===== src/rtl/euler_row_sequencer_pkg.sv =====
// Shared constants and state encoding for the Euler row sequencer.
// Watchdog support is compiled in only with EULER_SEQ_WDOG_EN.
package euler_row_sequencer_pkg;

    localparam int          STEP_W             = 16;
    localparam int unsigned RES_BASE_DEFAULT   = 0;
    localparam int unsigned WDOG_LIMIT_DEFAULT = 1023;

    typedef logic [2:0] seq_state_t;

    localparam seq_state_t ST_IDLE     = 3'd0;
    localparam seq_state_t ST_LAUNCH   = 3'd1;
    localparam seq_state_t ST_WAIT     = 3'd2;
    localparam seq_state_t ST_WRITE    = 3'd3;
    localparam seq_state_t ST_STEP_END = 3'd4;
    localparam seq_state_t ST_ABORT    = 3'd5;
    localparam seq_state_t ST_DONE     = 3'd6;

    // ABORT is excluded so a held abort cannot stretch the one-cycle ABORT strobe.
    function automatic logic is_abortable(input seq_state_t s);
        return (s != ST_IDLE) && (s != ST_ABORT);
    endfunction

endpackage


===== src/rtl/euler_row_sequencer_wdog.sv =====
// WAIT-state watchdog for the Euler row sequencer; instantiated only when
// EULER_SEQ_WDOG_EN is defined.
module euler_seq_wdog
    import euler_row_sequencer_pkg::*;
#(
    parameter int unsigned LIMIT = WDOG_LIMIT_DEFAULT
) (
    input  logic clk,
    input  logic rst,
    input  logic in_wait,
    output logic expired
);

    logic [STEP_W-1:0] cnt_q;
    logic [STEP_W-1:0] cnt_d;

    // Held at zero outside WAIT, so every entry to WAIT starts a fresh count.
    always_comb begin
        cnt_d = '0;
        if (in_wait) begin
            cnt_d = cnt_q + STEP_W'(1);
        end
    end

    always_ff @(posedge clk or negedge rst) begin
        if (!rst) begin
            cnt_q <= '0;
        end else begin
            cnt_q <= cnt_d;
        end
    end

    assign expired = in_wait && ((32'(cnt_q) + 32'd1) == 32'(LIMIT));

endmodule


===== src/rtl/euler_row_sequencer.sv =====
// Sequences the Euler matrix-vector pipeline: one launch per step, one write per row.
// Optional WAIT watchdog enabled by defining EULER_SEQ_WDOG_EN.
module euler_row_sequencer
    import euler_row_sequencer_pkg::*;
#(
    parameter int          ADD_SIZE   = 16,
    parameter int          DATA_SIZE  = 16,
    parameter int          MAX_DIM    = 6,
    parameter int unsigned RES_BASE   = RES_BASE_DEFAULT,
    parameter int unsigned WDOG_LIMIT = WDOG_LIMIT_DEFAULT
) (
    input  logic                 clk,
    input  logic                 rst,
    input  logic                 go,
    input  logic                 abort,
    input  logic [MAX_DIM-1:0]   shape_0,
    input  logic [MAX_DIM-1:0]   shape_1,
    input  logic [STEP_W-1:0]    n_steps,
    input  logic                 pipe_data_ready,
    input  logic [DATA_SIZE-1:0] pipe_out_acc,
    input  logic                 pipe_overflow,
    output logic                 pipe_start,
    output logic                 pipe_final_done,
    output logic                 pipe_return_default,
    output logic                 wr_en,
    output logic [ADD_SIZE-1:0]  wr_addr,
    output logic [DATA_SIZE-1:0] wr_data,
    output logic [MAX_DIM-1:0]   row_idx,
    output logic [STEP_W-1:0]    step_idx,
    output logic                 busy,
    output logic                 done,
    output logic                 err_overflow,
    output logic                 err_timeout,
    output logic [2:0]           state_dbg
);

    // Pipeline handshake: pipe_data_ready/pipe_out_acc is a valid-only
    // offer, taken in exactly the WAIT cycle it is high; the sequencer answers
    // with pipe_return_default in the following (WRITE) cycle as the ready/ack.

    seq_state_t           state_q, state_d;
    logic [MAX_DIM-1:0]   shape0_q, shape0_d;
    logic [STEP_W-1:0]    nsteps_q, nsteps_d;
    logic [MAX_DIM-1:0]   row_q, row_d;
    logic [STEP_W-1:0]    step_q, step_d;
    logic [DATA_SIZE-1:0] wr_data_q, wr_data_d;
    logic                 ovf_q, ovf_d;
    logic                 tmo_q, tmo_d;
    logic                 wdog_expired;
    logic                 last_row;
    logic                 last_step;
    logic                 zero_job;

`ifdef EULER_SEQ_WDOG_EN
    euler_seq_wdog #(
        .LIMIT(WDOG_LIMIT)
    ) u_wdog (
        .clk    (clk),
        .rst    (rst),
        .in_wait(state_q == ST_WAIT),
        .expired(wdog_expired)
    );
`else
    logic wdog_limit_unused;
    assign wdog_limit_unused = (WDOG_LIMIT != 0);
    assign wdog_expired      = 1'b0;
`endif

    assign last_row  = (row_q == (shape0_q - MAX_DIM'(1)));
    assign last_step = (step_q == (nsteps_q - STEP_W'(1)));
    assign zero_job  = (shape_0 == '0) || (shape_1 == '0) || (n_steps == '0);

    always_comb begin
        state_d   = state_q;
        shape0_d  = shape0_q;
        nsteps_d  = nsteps_q;
        row_d     = row_q;
        step_d    = step_q;
        wr_data_d = wr_data_q;
        ovf_d     = ovf_q;
        tmo_d     = tmo_q;

        if (abort && is_abortable(state_q)) begin
            state_d = ST_ABORT;
        end else begin
            case (state_q)
                ST_IDLE: begin
                    if (go) begin
                        shape0_d = shape_0;
                        nsteps_d = n_steps;
                        row_d    = '0;
                        step_d   = '0;
                        ovf_d    = 1'b0;
                        tmo_d    = 1'b0;
                        state_d  = zero_job ? ST_DONE : ST_LAUNCH;
                    end
                end
                ST_LAUNCH: state_d = ST_WAIT;
                ST_WAIT: begin
                    if (pipe_data_ready) begin
                        wr_data_d = pipe_out_acc;
                        state_d   = ST_WRITE;
                    end else if (wdog_expired) begin
                        tmo_d   = 1'b1;
                        state_d = ST_ABORT;
                    end
                end
                ST_WRITE: begin
                    if (last_row) begin
                        row_d   = '0;
                        state_d = ST_STEP_END;
                    end else begin
                        row_d   = row_q + MAX_DIM'(1);
                        state_d = ST_WAIT;
                    end
                end
                ST_STEP_END: begin
                    if (last_step) begin
                        state_d = ST_DONE;
                    end else begin
                        step_d  = step_q + STEP_W'(1);
                        state_d = ST_LAUNCH;
                    end
                end
                ST_DONE:  state_d = ST_IDLE;
                ST_ABORT: state_d = ST_IDLE;
                default:  state_d = ST_IDLE;
            endcase
        end

        // Overflow is only an error while a row is in flight; the solve carries on.
        if (pipe_overflow && ((state_q == ST_WAIT) || (state_q == ST_WRITE))) begin
            ovf_d = 1'b1;
        end
    end

    always_ff @(posedge clk or negedge rst) begin
        if (!rst) begin
            state_q   <= ST_IDLE;
            shape0_q  <= '0;
            nsteps_q  <= '0;
            row_q     <= '0;
            step_q    <= '0;
            wr_data_q <= '0;
            ovf_q     <= 1'b0;
            tmo_q     <= 1'b0;
        end else begin
            state_q   <= state_d;
            shape0_q  <= shape0_d;
            nsteps_q  <= nsteps_d;
            row_q     <= row_d;
            step_q    <= step_d;
            wr_data_q <= wr_data_d;
            ovf_q     <= ovf_d;
            tmo_q     <= tmo_d;
        end
    end

    assign pipe_start          = (state_q == ST_LAUNCH);
    assign pipe_final_done     = (state_q == ST_STEP_END) || (state_q == ST_ABORT);
    assign pipe_return_default = (state_q == ST_WRITE) || (state_q == ST_ABORT);
    assign wr_en               = (state_q == ST_WRITE);
    assign wr_addr             = ADD_SIZE'(RES_BASE) + ADD_SIZE'(row_q);
    assign wr_data             = wr_data_q;
    assign row_idx             = row_q;
    assign step_idx            = step_q;
    assign busy                = (state_q != ST_IDLE);
    assign done                = (state_q == ST_DONE);
    assign err_overflow        = ovf_q;
    assign err_timeout         = tmo_q;
    assign state_dbg           = state_q;

endmodule

===== config.mk =====
export PLATFORM = sky130hd
export DESIGN_NAME = euler_row_sequencer
export DESIGN_NICKNAME = d
export VERILOG_FILES = /design/src/rtl/euler_row_sequencer_pkg.sv /design/src/rtl/euler_row_sequencer_wdog.sv /design/src/rtl/euler_row_sequencer.sv
export SDC_FILE = /design/constraint.sdc
export NUM_CORES = 1
export LEC_CHECK = 0
export BUFFER_PORTS_ARGS = -buffer_cell sky130_fd_sc_hd__buf_2
export CAP_MARGIN = 15
export CORE_UTILIZATION = 47
export CTS_CLUSTER_SIZE = 30
export DETAILED_ROUTE_END_ITERATION = 10
export GPL_ROUTABILITY_DRIVEN = 0
export PLACE_DENSITY = 0.88
export SYNTH_ARGS = -nofsm -noshare
export SYNTH_HDL_FRONTEND = slang
export SYNTH_HIERARCHICAL = 1
export SYNTH_SLANG_ARGS = --single-unit
export TNS_END_PERCENT = 100

===== constraint.sdc =====
create_clock -name clk -period 2.8 [get_ports clk]
set_clock_uncertainty 0.1 [all_clocks]
set_input_delay 0.28 -clock clk [delete_from_list [all_inputs] [get_ports clk]]
set_output_delay 0.28 -clock clk [all_outputs]
set_load 0.02 [all_outputs]

==> run_results.csv <==
group,metric,value,unit
status,status,"complete, but fails checks",
status,violations,"negative setup slack",
sta,final.setup.tns,-4290,ps
power_and_ir_drop,p_leak,2.41,nW
finish,mostFrequentLayoutCell,"buf_2",
finish,layout_common_cells,"buf_2 (103), nand2_1 (81), dfrtp_1 (64)",
floorplan,initial_core_util,0.495,
route,routed_via_density,5.76,
synth,synth_top_area_share,0.410,
finish,finish.utilization,0.633,
synth,synth-edff-count,0,
cts,cts.sinks,64,
route,route.vias.total,3901,
global_routing,grt_pass1_vias,3439,
setup_path,critPathCaptureType,"flip-flop",
setup_path,cp_max_fo,3,
placed_design,place_ws,-260,ps
cts,clkTransAtPathRegs,80,ps
synth,synth_area,0.00391,mm^2
setup_path,worstPathRequired,2940,ps
power_and_ir_drop,power,5.17,mW
synth,yosysSeqAreaShare,0.410,
synth,syn_area_per_cell,8.76,um^2
sta,final_hold_viol_count,0,
global_routing,gr-total-overflow,0,
finish,area_growth,27.7,%
floorplan,rows,32,
floorplan,core-area,0.00789,mm^2
cts,h-tree-depth,3,
route,ant_nets,0,
setup_path,crit_type,"flip-flop to flip-flop",
placed_design,hpwlAfterDp,7540,um
synth,synth_cell_types,55,
synth,ys_ff_latch,64,
placed_design,postPlaceCellArea,0.00461,mm^2
sta,max_slew_margin,0.415,
synth,synth_top_area_cell,"dfrtp_1",
finish,diodes,0,
cts,clock_latency,350,ps
cts,root_buffer,"clkbuf_8",
sta,slew_viol_final,0,
cts,cts_tree,"built",
sta,tightest_slew,877,ps
setup_path,startpoint_type,"flip-flop",
synth,yosys_warnings,6,
route,drt_first_pass_iters,8,
sta,finalCritPeriodShare,1.11,
floorplan,die_y,93.2,um
floorplan,die-area,0.00868,mm^2
cts,numCtsBuffers,9,
placed_design,numPortBuffers,103,
finish,drive_gt1_frac,0.350,
floorplan,die_w,93.2,um
setup_path,r2r_setup_slack,-310,ps
route,routed_wl,10800,um
route,wl_per_cell,16.0,um
synth,synth_top_cells_by_area,"dfrtp_1 (41%), nand2_1 (7.8%), mux2_2 (4.6%), xnor2_1 (4.5%), buf_4 (3.3%)",
global_routing,antenna_found_initial,0,
route,drcViolationCount,0,
min_path,hold_class,"input pin to flip-flop",
route,drtIter0Drc,498,
finish,finalNetCount,624,
global_routing,grt_pass1_wl,16700,um
sta,fmax,322,MHz
cts,cts_max_path_buffers,2,
synth,ys_async_sr_fraction,1.00,
floorplan,num_io_pins,115,
setup_path,cp.arrival,3250,ps
finish,stdcell_area,0.00499,mm^2
global_routing,track_usage,0.247,
sta,setup_ws,-308,ps
flow_run,maxCapViolations,0,
global_routing,grt_max_degree,41,
synth,ys.flop_type,"dfrtp_1",
power_and_ir_drop,vdd.ir_drop.worst,0.398,mV
sta,period_needed,3110,ps
synth,synthCells,446,
sta,setup_viol,19,
power_and_ir_drop,p_per_area,1030,mW/mm^2
sta,rsz0062_at_grt,"yes",
## power breakdown
group | internal (mW) | leakage, nW | total [mW] | switching, mW
registers | 1.25 | 0.825 | 1.60 | 0.345
clock network | 0.502 | 0.110 | 0.878 | 0.376
logic | 1.15 | 1.47 | 2.69 | 1.54
## kinds of logic (layout without fill, tap and decap cells)
family,Yosys count,in the layout,share of synthesized area
flops,64,64,0.410
other cells,1,11,0.000960
compound gates,78,78,0.134
simple gates,202,202,0.262
mux,17,17,0.0487
xor+xnor,28,28,0.0628
buf+inv,52,171,0.0688
fa+ha+maj,4,4,0.0128
## metrics by stage
step                      std cells  hold WS [ps]
after detailed placement        655           346
after global routing            677          33.5
after global placement          655           337
after floorplan                 456          -116
final                           677          34.3
after CTS                       676          25.8
## cells in the mapped netlist (all sizes together), types with 6 or more instances
master / n
o211ai: 6
nor4: 14
or4: 10
or3: 9
nand3: 15
a21oi: 16
o21ai: 31
xor2: 8
o21a: 6
nor2: 18
clkbuf: 16
dfrtp: 64
buf: 21
nor3: 17
mux2: 16
inv: 15
xnor2: 20
nand2: 81
## worst max-delay path, cell delays in order, from the launching register on
cell and delay [ps]:
dfrtp_1 400, or4_4 560, or4_4 520, a21oi_2 170, o22ai_2 100, or4b_4 610, buf_6 150, o211ai_2 140
xnor2_1 90, and2_1 160
## state kept, by name (all words and copies together), names as in the netlist
register,flops
shape0_q,6
err_overflow,1
step_idx,16
wr_data,16
row_idx,6
nsteps_q,16
state_dbg,3
## path summary, 6_finish.rpt
| check | startpoint | endpoint | cells after the start |
|---|---|---|---|
| setup / recovery | nsteps_q[3] | step_idx[2] | 9 |
| hold / removal | n_steps[3] | nsteps_q[3] | 3 |
| setup reg to reg | nsteps_q[3] | step_idx[2] | 9 |
| hold reg to reg | wr_data[13] | wr_data[13] | 1 |
| max in group asynchronous | rst | step_idx[12] | 3 |
| min in group asynchronous | rst | nsteps_q[12] | 2 |
## per-layer routing
layer	vias to the layer above	GRT usage	share of wire
met5	-	0	0
met4	0	0.0987	0.044
met3	56	0.0496	0.086
met2	246	0.402	0.48
met1	1799	0.323	0.39
li1	1800	-	-
## layout make-up
cell class / instances / area (um^2)
multi-input combinational: 340 / 2180
fill: 650 / 2900
timing repair buffer: 140 / 807
clock inverter: 7 / 95.1
clock buffer: 9 / 124
inverter: 15 / 56.3
tap: 102 / 128
sequential: 64 / 1600
## repair_timing
action	4_1_cts	5_1_grt
pin swaps	7	12
buffers inserted	4	1
resized for setup	17	10
hold buffers	1	0
endpoints found under the setup margin	19	19
hold endpoints to repair	38	0
Power figures use the tool's default switching activity.
